[src/rtl/axil_apb_pkg.sv]
// Shared types and constants for the AXI4-Lite to APB request path.
package axil_apb_pkg;

    localparam int unsigned WDATA_W = 32;
    localparam int unsigned STRB_W  = 4;
    localparam int unsigned RESP_W  = 2;

    localparam logic [RESP_W-1:0] RESP_OKAY   = 2'b00;
    localparam logic [RESP_W-1:0] RESP_SLVERR = 2'b10;

    typedef enum logic [1:0] {
        ST_IDLE  = 2'd0,
        ST_REQ   = 2'd1,
        ST_WRESP = 2'd2,
        ST_RRESP = 2'd3
    } state_e;

    // Write-data beat as held in the W buffer.
    typedef struct packed {
        logic [WDATA_W-1:0] data;
        logic [STRB_W-1:0]  strb;
    } wbeat_t;

    localparam int unsigned WBEAT_W = $bits(wbeat_t);

    // Only word-aligned accesses reach the downstream bus.
    function automatic logic misaligned(input logic [1:0] lsb);
        return lsb != 2'b00;
    endfunction

endpackage

[src/rtl/axil_hold_reg.sv]
// One-entry holding register: accepts a beat when empty, keeps it until cleared.
module axil_hold_reg #(
    parameter int unsigned W = 32
) (
    input  logic         clk,
    input  logic         rst_n,
    input  logic         in_valid,
    output logic         in_ready,
    input  logic [W-1:0] in_data,
    input  logic         clear,
    output logic [W-1:0] data
);

    // Ready doubles as the "empty" flag; fill on handshake, empty on clear.
    always_ff @(posedge clk or negedge rst_n) begin
        if (!rst_n) begin
            in_ready <= 1'b1;
            data     <= '0;
        end else if (in_valid && in_ready) begin
            in_ready <= 1'b0;
            data     <= in_data;
        end else if (clear) begin
            in_ready <= 1'b1;
        end
    end

endmodule

[src/rtl/axil_req_adapter.sv]
// AXI4-Lite slave front end that serialises reads/writes into single
// downstream requests for an APB master, one outstanding at a time.
module axil_req_adapter
    import axil_apb_pkg::*;
#(
    parameter int unsigned ADDR_W = 32,
    parameter int unsigned DATA_W = 32   // only 32 is supported
) (
    input  logic              clk,
    input  logic              rst_n,
    input  logic              s_awvalid,
    output logic              s_awready,
    input  logic [ADDR_W-1:0] s_awaddr,
    input  logic              s_wvalid,
    output logic              s_wready,
    input  logic [DATA_W-1:0] s_wdata,
    input  logic [3:0]        s_wstrb,
    output logic              s_bvalid,
    input  logic              s_bready,
    output logic [1:0]        s_bresp,
    input  logic              s_arvalid,
    output logic              s_arready,
    input  logic [ADDR_W-1:0] s_araddr,
    output logic              s_rvalid,
    input  logic              s_rready,
    output logic [DATA_W-1:0] s_rdata,
    output logic [1:0]        s_rresp,
    output logic              req_valid,
    output logic              req_write,
    output logic [ADDR_W-1:0] req_addr,
    output logic [DATA_W-1:0] req_wdata,
    input  logic              req_ready,
    input  logic [DATA_W-1:0] req_rdata,
    input  logic              req_error
);

    logic [ADDR_W-1:0]  aw_q;
    logic [ADDR_W-1:0]  ar_q;
    logic [WBEAT_W-1:0] w_bits;
    wbeat_t             w_in;
    wbeat_t             w_q;
    logic               aw_clr;
    logic               w_clr;
    logic               ar_clr;

    assign w_in.data = WDATA_W'(s_wdata);
    assign w_in.strb = s_wstrb;
    assign w_q       = wbeat_t'(w_bits);

    axil_hold_reg #(.W(ADDR_W)) u_aw_buf (
        .clk      (clk),
        .rst_n    (rst_n),
        .in_valid (s_awvalid),
        .in_ready (s_awready),
        .in_data  (s_awaddr),
        .clear    (aw_clr),
        .data     (aw_q)
    );

    axil_hold_reg #(.W(WBEAT_W)) u_w_buf (
        .clk      (clk),
        .rst_n    (rst_n),
        .in_valid (s_wvalid),
        .in_ready (s_wready),
        .in_data  (w_in),
        .clear    (w_clr),
        .data     (w_bits)
    );

    axil_hold_reg #(.W(ADDR_W)) u_ar_buf (
        .clk      (clk),
        .rst_n    (rst_n),
        .in_valid (s_arvalid),
        .in_ready (s_arready),
        .in_data  (s_araddr),
        .clear    (ar_clr),
        .data     (ar_q)
    );

    state_e            state;
    state_e            state_nxt;
    logic              last_rd;
    logic              last_rd_nxt;
    logic              req_valid_nxt;
    logic              req_write_nxt;
    logic [ADDR_W-1:0] req_addr_nxt;
    logic [DATA_W-1:0] req_wdata_nxt;
    logic              bvalid_nxt;
    logic [1:0]        bresp_nxt;
    logic              rvalid_nxt;
    logic [DATA_W-1:0] rdata_nxt;
    logic [1:0]        rresp_nxt;
    logic              wr_cand;
    logic              rd_cand;
    logic              pick_wr;

    // Next-state, buffer-clear and next-output decode; outputs hold by default.
    always_comb begin
        state_nxt     = state;
        last_rd_nxt   = last_rd;
        req_valid_nxt = req_valid;
        req_write_nxt = req_write;
        req_addr_nxt  = req_addr;
        req_wdata_nxt = req_wdata;
        bvalid_nxt    = s_bvalid;
        bresp_nxt     = s_bresp;
        rvalid_nxt    = s_rvalid;
        rdata_nxt     = s_rdata;
        rresp_nxt     = s_rresp;
        aw_clr        = 1'b0;
        w_clr         = 1'b0;
        ar_clr        = 1'b0;
        wr_cand       = !s_awready && !s_wready;
        rd_cand       = !s_arready;
        // On a tie, alternate against the last issued type.
        pick_wr       = wr_cand && (!rd_cand || last_rd);

        case (state)
            ST_IDLE: begin
                if (pick_wr) begin
                    last_rd_nxt = 1'b0;
                    if (w_q.strb != 4'hF || misaligned(aw_q[1:0])) begin
                        aw_clr     = 1'b1;
                        w_clr      = 1'b1;
                        bvalid_nxt = 1'b1;
                        bresp_nxt  = RESP_SLVERR;
                        state_nxt  = ST_WRESP;
                    end else begin
                        req_valid_nxt = 1'b1;
                        req_write_nxt = 1'b1;
                        req_addr_nxt  = aw_q;
                        req_wdata_nxt = DATA_W'(w_q.data);
                        state_nxt     = ST_REQ;
                    end
                end else if (rd_cand) begin
                    last_rd_nxt = 1'b1;
                    if (misaligned(ar_q[1:0])) begin
                        ar_clr     = 1'b1;
                        rvalid_nxt = 1'b1;
                        rresp_nxt  = RESP_SLVERR;
                        rdata_nxt  = '0;
                        state_nxt  = ST_RRESP;
                    end else begin
                        req_valid_nxt = 1'b1;
                        req_write_nxt = 1'b0;
                        req_addr_nxt  = ar_q;
                        req_wdata_nxt = '0;
                        state_nxt     = ST_REQ;
                    end
                end
            end
            ST_REQ: begin
                if (req_ready) begin
                    req_valid_nxt = 1'b0;
                    if (req_write) begin
                        aw_clr     = 1'b1;
                        w_clr      = 1'b1;
                        bvalid_nxt = 1'b1;
                        bresp_nxt  = req_error ? RESP_SLVERR : RESP_OKAY;
                        state_nxt  = ST_WRESP;
                    end else begin
                        ar_clr     = 1'b1;
                        rvalid_nxt = 1'b1;
                        rresp_nxt  = req_error ? RESP_SLVERR : RESP_OKAY;
                        rdata_nxt  = req_rdata;
                        state_nxt  = ST_RRESP;
                    end
                end
            end
            ST_WRESP: begin
                if (s_bready) begin
                    bvalid_nxt = 1'b0;
                    state_nxt  = ST_IDLE;
                end
            end
            ST_RRESP: begin
                if (s_rready) begin
                    rvalid_nxt = 1'b0;
                    state_nxt  = ST_IDLE;
                end
            end
            default: state_nxt = ST_IDLE;
        endcase
    end

    // State and registered outputs; reset drops every valid immediately.
    always_ff @(posedge clk or negedge rst_n) begin
        if (!rst_n) begin
            state     <= ST_IDLE;
            last_rd   <= 1'b1;
            req_valid <= 1'b0;
            req_write <= 1'b0;
            req_addr  <= '0;
            req_wdata <= '0;
            s_bvalid  <= 1'b0;
            s_bresp   <= RESP_OKAY;
            s_rvalid  <= 1'b0;
            s_rdata   <= '0;
            s_rresp   <= RESP_OKAY;
        end else begin
            state     <= state_nxt;
            last_rd   <= last_rd_nxt;
            req_valid <= req_valid_nxt;
            req_write <= req_write_nxt;
            req_addr  <= req_addr_nxt;
            req_wdata <= req_wdata_nxt;
            s_bvalid  <= bvalid_nxt;
            s_bresp   <= bresp_nxt;
            s_rvalid  <= rvalid_nxt;
            s_rdata   <= rdata_nxt;
            s_rresp   <= rresp_nxt;
        end
    end

endmodule

[config.mk]
export PLATFORM = sky130hd
export DESIGN_NAME = axil_req_adapter
export DESIGN_NICKNAME = d
export VERILOG_FILES = /design/src/rtl/axil_apb_pkg.sv /design/src/rtl/axil_hold_reg.sv /design/src/rtl/axil_req_adapter.sv
export SDC_FILE = /design/constraint.sdc
export NUM_CORES = 1
export LEC_CHECK = 0
export BUFFER_PORTS_ARGS = -buffer_cell sky130_fd_sc_hd__buf_2
export CELL_PAD_IN_SITES_DETAIL_PLACEMENT = 1
export CELL_PAD_IN_SITES_GLOBAL_PLACEMENT = 1
export CORE_MARGIN = 2
export CORE_UTILIZATION = 40
export CTS_BUF_LIST = sky130_fd_sc_hd__clkbuf_4 sky130_fd_sc_hd__clkbuf_8
export CTS_CLUSTER_SIZE = 25
export DETAILED_ROUTE_END_ITERATION = 10
export GPL_TIMING_DRIVEN = 1
export PLACE_DENSITY_LB_ADDON = 0.1
export REMOVE_ABC_BUFFERS = 1
export SLEW_MARGIN = 25
export SYNTH_ARGS = -nofsm -noshare
export SYNTH_HDL_FRONTEND = slang
export SYNTH_SLANG_ARGS = --single-unit
[constraint.sdc]
create_clock -name clk -period 2.8 [get_ports clk]
set_clock_uncertainty 0.1 [all_clocks]
set_input_delay 0.14 -clock clk [delete_from_list [all_inputs] [get_ports clk]]
set_output_delay 0.14 -clock clk [all_outputs]
set_load 0.005 [all_outputs]
==> results.json <==
{
  "status": "complete, no violations",
  "yosysUniqueCellTypes": 43,
  "grt_first_pass_wirelength_um": 37600,
  "hp-class": "input port to register",
  "syn_to_final_growth_pct": 45.4,
  "multi_input_area_mm2": 0.00289,
  "crit_buf_inv": 1,
  "cts_tree": "built",
  "num-fill-cells": 2086,
  "min_delay_path_depth": 4,
  "worst_r2r_path_depth": 5,
  "synth.area.top_cells": "dfrtp_1 62%, mux2_2 20%, a22o_1 6.9%",
  "critPathKind": "register to register",
  "peakVddDrop_v": 0.000536,
  "mostFrequentLayoutCells": "244 x buf_2, 204 x dfrtp_1, 147 x mux2_2",
  "grt_use_total_pct": 21.5,
  "vias_per_cell": 4.96,
  "r2r_start": "u_ar_buf.in_ready",
  "cts.sinks": 208,
  "hold_viol": 0,
  "cp.arrival_ps": 2800,
  "cpLargestDelayFamily": "compound AO/OA/AOI/OAI gates",
  "worstReg2RegEnd": "u_w_buf.in_ready",
  "cp-end-kind": "register",
  "post_drt_wl_per_cell_um": 18.6,
  "fin_tns_setup_ps": 0,
  "regArea_mm2": 0.00521,
  "crit_path_cell_trace": "nor2_2 -> a211oi_1 -> a32oi_1 -> mux2i_1 -> dlygate4sd3_1",
  "antenna_found_initial": 0,
  "start_util_pct": 40.8,
  "total_power_mw": 12.3,
  "clk_pin_slew_ps": 50,
  "cts_inserted_buffers": 38,
  "layout.nets": 1104,
  "whs_endpoint": "u_ar_buf.in_ready",
  "synthesis.area_mm2": 0.00829,
  "cpMaxStageDelayCell": "dfstp_2",
  "synthCells": 550,
  "finalCriticalPeriod_ps": 2450,
  "htreeDepth": 2,
  "placement.cell_area_mm2": 0.00989,
  "fin_ws_ps": 354,
  "cp-startpoint": "u_ar_buf.in_ready",
  "start_kind": "register",
  "final_common_cell": "buf_2",
  "fin_crit_sh_pct": 87.4,
  "worstPathRequired_ps": 3150,
  "critical_path.max_stage_delay_ps": 630,
  "drt_iter0_drc": 207,
  "cellLeakagePower_nw": 5.91,
  "cts_root_buf": "clkbuf_8",
  "power.density_mw_per_mm2": 1020,
  "synth_top_area_share_pct": 61.6,
  "dieArea_mm2": 0.0219,
  "critPathMaxFanout": 7,
  "ioPinCount": 248,
  "dp_worst_setup_slack_ps": 440,
  "setup_viol": 0,
  "worstHoldStart": "s_arvalid",
  "hpwl_um": 14500,
  "ys_warn_count": 0,
  "dieWidth_um": 148,
  "ys_ff_latch": 208,
  "routed-via-count": 6211,
  "ant_nets": 0,
  "place_congestion": 0.798,
  "tightest_slew_ps": 888,
  "grt_max_degree": 88,
  "regToRegSetupSlack_ps": 350,
  "drive_gt1_share_pct": 49.1,
  "die_h_um": 148,
  "core_mm2": 0.0203,
  "worstSkewPairLatency_ps": 520,
  "relSlewSlack_pct": 40.6,
  "rsz0062_at_grt": "false",
  "max_cap_viol_count": 0,
  "grt_pass1_vias": 7170,
  "cts.path.max_buffers": 3,
  "grt.overflow.total": 0,
  "fmax_ghz": 0.409,
  "final_util_pct": 59.4,
  "drc": 0,
  "yosysTopAreaCell": "dfrtp_1",
  "synth.avg_cell_area_um2": 15.1,
  "design_area_mm2": 0.0120,
  "ctsResizeCount": 0,
  "first_pass_iters": 4,
  "rows": 52,
  "drv_slew": 0,
  "num_antenna_cells": 0,
  "port_buffers": 245,
  "drt-total-wl_um": 23300,
  "seq_area_frac_synth_pct": 62.9
}
-- cells in the mapped netlist (all sizes together) --
master	instances
and4bb	1
dfrtp	204
nand3	4
a32oi	1
a31oi	1
clkbuf	6
a22o	65
inv	9
a2bb2oi	1
nand2	6
a222oi	1
buf	29
and4b	1
o21ai	7
conb	1
a22oi	1
nor4	1
nand2b	1
or2	1
nor2	8
mux2	161
nor3	3
a21o	2
a21boi	1
o31ai	1
dfstp	4
nor3b	2
nand4b	3
a211oi	2
o31a	1
ha	5
a32o	1
and2	5
a211o	1
nor2b	2
a21oi	4
mux2i	3
-- logic make-up after synthesis --
group                      count (synthesis)  share of synthesized area (%)
adders and majority gates                  5                          0.755
muxes                                    164                           22.2
DFF                                      208                           62.9
AOI/OAI and AO/OA                         90                           8.91
buffers and inverters                     44                           2.55
and+or+nand+nor                           38                           2.61
other                                      1                         0.0453
-- worst register-to-register path: stages (launching register included) --
cell and delay (ps):
dfstp_2 630, nor2_2 110, a211oi_1 620, a32oi_1 190, mux2i_1 170, dlygate4sd3_1 560
-- metal layers --
metal | global-route usage (%) | routed length (um)
met1 | 25.5 | 9410
met2 | 39.0 | 12100
met3 | 5.40 | 1290
met4 | 5.86 | 467
met5 | 0 | 0
-- stage by stage --
step	cells	hold WS, ps
after floorplan	516	-256
after global placement	1047	129
after detailed placement	1047	142
after CTS	1252	3.34
after global routing	1252	38.5
final	1252	34.2
-- flip-flops by register name (all words and copies together), names as in the netlist --
name	count
u_aw_buf.in_ready	1
u_ar_buf.in_ready	1
s_bvalid	1
u_w_buf.in_ready	1
s_bresp	1
req_wdata	32
s_rdata	32
state	2
u_aw_buf.data	32
req_valid	1
s_rvalid	1
s_rresp	1
req_addr	32
u_ar_buf.data	32
last_rd	1
req_write	1
u_w_buf.data	36
-- worst max path at each step --
stage                       end  slack [ps]  depth (start not counted)
2_1_floorplan      req_addr[10]       -1260                          4
3_3_place_gp        s_rdata[14]         600                          7
3_5_place_dp         s_rdata[1]         440                          7
4_1_cts        u_w_buf.in_ready         350                          5
5_1_grt              s_rdata[1]         180                          7
6_report       u_w_buf.in_ready         350                          5
-- final cells by class --
class / count / share of cell area (%)
Clock buffer: 56 / 5.83
Inverter: 9 / 0.280
Tap cell: 270 / 2.80
Sequential cell: 208 / 43.2
Clock inverter: 8 / 0.374
Timing Repair Buffer: 402 / 23.5
Multi-Input combinational cell: 299 / 24.0
-- power breakdown --
part	internal (mW)	switching, mW	leakage [nW]
sequential	4.38	0.757	2.58
clock	1.60	1.23	0.398
combinational	2.46	1.84	2.93
total	8.44	3.83	5.91
-- what timing repair did --
item                                   CTS  global route
buffers inserted                         0             0
hold buffers                           141             0
setup endpoints to repair                0             0
endpoints found under the hold margin  220             0
Power figures use the tool's default switching activity.
